### config.mk
export PLATFORM = sky130hd
export DESIGN_NAME = tcb_dev_gpio
export DESIGN_NICKNAME = d
export VERILOG_FILES = /design/src/rtl/tcb_dev_gpio.sv
export SDC_FILE = /design/constraint.sdc
export NUM_CORES = 1
export LEC_CHECK = 0
export CORE_MARGIN = 1.5
export CORE_UTILIZATION = 51
export CTS_BUF_LIST = sky130_fd_sc_hd__clkbuf_16
export DETAILED_ROUTE_END_ITERATION = 8
export PLACE_DENSITY = 0.74
export SYNTH_ARGS = -nofsm -noshare
export SYNTH_HDL_FRONTEND = slang
export SYNTH_SLANG_ARGS = --single-unit
### constraint.sdc
create_clock -name clk -period 1.8 [get_ports clk]
set_input_delay 0.36 -clock clk [delete_from_list [all_inputs] [get_ports clk]]
set_output_delay 0.36 -clock clk [all_outputs]
set_load 0.1 [all_outputs]
### src/rtl/tcb_dev_gpio.sv
// rtl/tcb_dev_gpio.sv - GPIO controller core with flat register port
// Output/enable registers, synchronized inputs and per-pin edge interrupts.
module tcb_dev_gpio #(
  parameter int unsigned         GPIO_DAT = 32,
  parameter int unsigned         GPIO_CDC = 2,
  parameter int unsigned         SYS_DAT  = 32,
  parameter bit                  SYS_IEN  = 1'b0,
  parameter logic [GPIO_DAT-1:0] SYS_IRQ  = '1,
  parameter bit                  SYS_MIN  = 1'b0
) (
  input  logic                clk,
  input  logic                rst,
  output logic [GPIO_DAT-1:0] gpio_o,
  output logic [GPIO_DAT-1:0] gpio_e,
  input  logic [GPIO_DAT-1:0] gpio_i,
  input  logic                sys_wen,
  input  logic [2:0]          sys_wad,
  input  logic [SYS_DAT-1:0]  sys_wdt,
  input  logic                sys_ren,
  input  logic [2:0]          sys_rad,
  output logic [SYS_DAT-1:0]  sys_rdt,
  output logic                irq
);

  localparam logic [GPIO_DAT-1:0] IRQ_MSK = SYS_IRQ;

  logic [GPIO_DAT-1:0] wdt;
  logic [GPIO_DAT-1:0] out_r, ena_r, ien_r, rise_r, fall_r, sts_r, prev_r;
  logic [GPIO_DAT-1:0] raw, inp, sts_set, sts_clr, rd_val;

  assign wdt = sys_wdt[GPIO_DAT-1:0];

  generate
    if (SYS_IEN) begin : g_ien
      always_ff @(posedge clk or negedge rst) begin
        if (!rst) begin
          ien_r <= '0;
        end else if (sys_wen && sys_wad == 3'd3) begin
          ien_r <= wdt;
        end
      end
      assign raw = gpio_i & ien_r;
    end else begin : g_no_ien
      assign ien_r = '0;
      assign raw   = gpio_i;
    end
  endgenerate

  generate
    if (GPIO_CDC == 0) begin : g_no_sync
      assign inp = raw;
    end else begin : g_sync
      logic [GPIO_DAT-1:0] sync_r [GPIO_CDC];
      always_ff @(posedge clk or negedge rst) begin
        if (!rst) begin
          for (int i = 0; i < GPIO_CDC; i++) sync_r[i] <= '0;
        end else begin
          sync_r[0] <= raw;
          for (int i = 1; i < GPIO_CDC; i++) sync_r[i] <= sync_r[i-1];
        end
      end
      assign inp = sync_r[GPIO_CDC-1];
    end
  endgenerate

  // A new edge event overrides a simultaneous write-1-to-clear.
  assign sts_set = ((inp & ~prev_r & rise_r) | (~inp & prev_r & fall_r)) & IRQ_MSK;
  assign sts_clr = (sys_wen && sys_wad == 3'd6) ? wdt : '0;

  always_ff @(posedge clk or negedge rst) begin
    if (!rst) begin
      out_r  <= '0;
      ena_r  <= '0;
      rise_r <= '0;
      fall_r <= '0;
      sts_r  <= '0;
      prev_r <= '0;
    end else begin
      if (sys_wen) begin
        case (sys_wad)
          3'd0:    out_r  <= wdt;
          3'd1:    ena_r  <= wdt;
          3'd4:    rise_r <= wdt & IRQ_MSK;
          3'd5:    fall_r <= wdt & IRQ_MSK;
          default: ;
        endcase
      end
      sts_r  <= (sts_r & ~sts_clr) | sts_set;
      prev_r <= inp;
    end
  end

  assign gpio_o = out_r;
  assign gpio_e = ena_r;
  assign irq    = |sts_r;

  always_comb begin
    rd_val = '0;
    if (sys_ren) begin
      case (sys_rad)
        3'd0:    rd_val = out_r;
        3'd1:    rd_val = ena_r;
        3'd2:    rd_val = inp;
        3'd3:    rd_val = ien_r;
        3'd4:    rd_val = rise_r;
        3'd5:    rd_val = fall_r;
        3'd6:    rd_val = sts_r;
        default: rd_val = '0;
      endcase
      // Minimal mode hides configuration readback; only INP and STS remain visible.
      if (SYS_MIN && sys_rad != 3'd2 && sys_rad != 3'd6) rd_val = '0;
    end
    sys_rdt = '0;
    sys_rdt[GPIO_DAT-1:0] = rd_val;
  end

endmodule

==> flow_metrics.tcl <==
set metrics [dict create \
    outcome "finished, violations left" \
    violations "negative setup slack" \
    cp_slowest_stage_delay_ns 0.39 \
    core-area_sq_mm 0.02036 \
    cts_tree "built" \
    drive_gt1_share_pct 54.60 \
    root_buffer "clkbuf_16" \
    final.setup.tns_ns -10.01 \
    yosys_warnings 0 \
    ys.flop_type "dfrtp_1" \
    portBuffers 170 \
    crit_slowest_cell "dfrtp_1" \
    period_share_pct 133.1 \
    cts_max_level 1 \
    yosysTopAreaCell "dfrtp_1" \
    clock_skew_ns 0.009897 \
    dpl_worst_slack_ns -0.3152 \
    cp_max_fo 2 \
    ant_nets 0 \
    grt_use_total_pct 29.12 \
    grt_pass1_wl_um 48830 \
    grt_max_degree 47 \
    io_pins 171 \
    fp-row-count 52 \
    clock_path_buffers 3 \
    die-height_um 147.5 \
    r2r_cells 2 \
    avgViaCountPerCell 5.843 \
    drt_iter0_markers 435 \
    synthTopCellsByArea "dfrtp_1 (60%), mux2_2 (15%), nand2_1 (3.8%), o211ai_1 (2.7%), nand3b_1 (2.3%)" \
    yosysUniqueCellTypes 39 \
    seq_area_frac_synth_pct 60.15 \
    routed_wl_um 31230 \
    worstMarginPinSlew_ns 0.4184 \
    clk_latency_ns 0.53 \
    synth_edf_count 0 \
    crit_type "reg -> out" \
    setup_viol_count_final 33 \
    syn_nets 871 \
    clock-sinks 256 \
    dieArea_sq_mm 0.02176 \
    cap_violations 0 \
    power_density_mw_per_mm2 1222 \
    start_util_pct 52.30 \
    total_power_mw 20.25 \
    cp_num_cells 5 \
    gp_congestion 0.8123 \
    async_flop_share_pct 100.0 \
    cp_data_required_time_ns 1.44 \
    place_area_sq_mm 0.01486 \
    synth_top_cell_area_share_pct 60.15 \
    antenna_found_initial 0 \
    slew_violations 0 \
    cp-end-kind "output pin" \
    avgSynthCellArea_sq_um 13.36 \
    min_period_ns 2.395 \
    critPathLaunchType "flip-flop" \
    die_w_um 147.5 \
    yosysMostFrequentCell "dfrtp_1" \
    drc 0 \
    critical_path.cell_chain "nor4_2 > buf_4 > nand4_1 > or2_4 > buf_12" \
    synthCells 797 \
    overflow 0 \
    antenna_cells 0 \
    worst-endpoint-arrival_ns 2.04 \
    place_inst 1286 \
    fin_cells 1411 \
    avgRoutedWirePerCell_um 22.13 \
    min-delay-path-class "in -> reg" \
    maxSlewHeadroom_pct 72.10 \
    synth.cell_area_sq_mm 0.01065 \
    netlist_top_cells_count "dfrtp_1 (256), mux2_2 (139), nand2_1 (107)" \
    synth-seq-cells 256 \
    syn2layout_area_growth_pct 55.63 \
    rsz0062_at_grt "yes" \
    num_vias 8245 \
    place_hpwl_um 19980 \
    cellLeakagePower_nw 7.005 \
    timing.final.hold_violations 0 \
    cts_made_buffers 26 \
    ir_drop_v 0.0008270 \
    path_clk_slew_ns 0.06 \
    fin_area_sq_mm 0.01657 \
    first_global_vias 8748 \
    dr.pass1.iters 5 \
    fmax_ghz 0.4175 \
    path_delay_family "simple AND/OR/NAND/NOR gates" \
    nets 1195 \
    fin_ws_ns -0.5952 \
    min_path_cells 1 \
    path_buf_inv 2 \
]
## state kept, by name, summed over array words and instances (netlist names)
register       flops
gpio_o            32
prev_r            32
inp               32
sts_r             32
gpio_e            32
g_sync.sync_r     32
fall_r            32
rise_r            32
## worst register-to-register path: cells and delay by family (launching register included)
kind,cells,cell delay (ns)
muxes,1,0.25
DFF,1,0.49
buffers and inverters,1,0.16
## repair_timing
action / CTS / global route
endpoints found under the setup margin: 33 / 33
gates resized for setup: 80 / 15
cloned: 1 / 0
setup buffers: 67 / 11
hold buffers: 1 / 0
pin swaps: 46 / 15
hold endpoints to repair: 37 / 0
## layer usage
metal	track usage [%]	up-vias	wire length, um
met5	0	-	0
met4	10.20	0	1086
met3	4.753	87	1723
met2	48.88	341	15640
met1	38.56	4264	12780
li1	-	3553	-
## path summary, 6_finish.rpt
| path | startpoint | end | slack, ns |
|---|---|---|---|
| min in group asynchronous | rst | g_sync.sync_r[49] | 0.36 |
| setup reg to reg | gpio_o[13] | gpio_o[13] | 0.78 |
| setup / recovery | sts_r[15] | irq | -0.60 |
| hold reg to reg | g_sync.sync_r[50] | inp[18] | 0.34 |
| hold / removal | gpio_i[9] | g_sync.sync_r[41] | 0.27 |
| max in group asynchronous | rst | gpio_e[7] | 0.84 |
## placed cells by master, fill, tap and decap left out, types with 10 or more instances in the layout
| cell | n |
|---|---|
| dfrtp_1 | 192 |
| buf_4 | 129 |
| mux2_2 | 127 |
| buf_12 | 124 |
| nand2_1 | 100 |
| clkdlybuf4s50_1 | 68 |
| dfrtp_2 | 60 |
| o211ai_1 | 38 |
| nand3b_1 | 32 |
| clkbuf_16 | 27 |
| mux2i_1 | 20 |
| mux2_4 | 12 |
| a21oi_2 | 12 |
| buf_6 | 12 |
| mux4_2 | 10 |
| nand3_1 | 10 |
## layout make-up
cell class | count | area, sq um
Sequential cell | 256 | 6496
Timing Repair Buffer | 337 | 4315
Clock buffer | 27 | 675.6
Inverter | 10 | 38.79
Clock inverter | 21 | 88.84
Multi-Input combinational cell | 490 | 4622
Fill cell | 1074 | 3790
Tap cell | 270 | 337.8
## logic make-up (layout without fill, tap and decap cells)
group	Yosys count	count (layout)	synth area share, %
AO/OA/AOI/OAI	114	114	7.718
buffers and inverters	51	395	2.961
flip-flops	256	256	60.15
multiplexers	176	176	19.41
AND/OR/NAND/NOR	200	200	9.763
## power by group
part	internal [mW]	switching, mW
registers	6.69	0.799
clock network	2.70	2.18
logic	3.38	4.50
total	12.8	7.48
## stage by stage
step	util, %	hold slack (ns)
5_1_grt	81.39	0.2621
3_5_place_dp	72.96	0.3081
6_report	81.39	0.2683
3_3_place_gp	72.96	0.3040
4_1_cts	80.82	0.2566
2_1_floorplan	-	0.06441
Note: power is estimated with default switching activity, not from simulation.
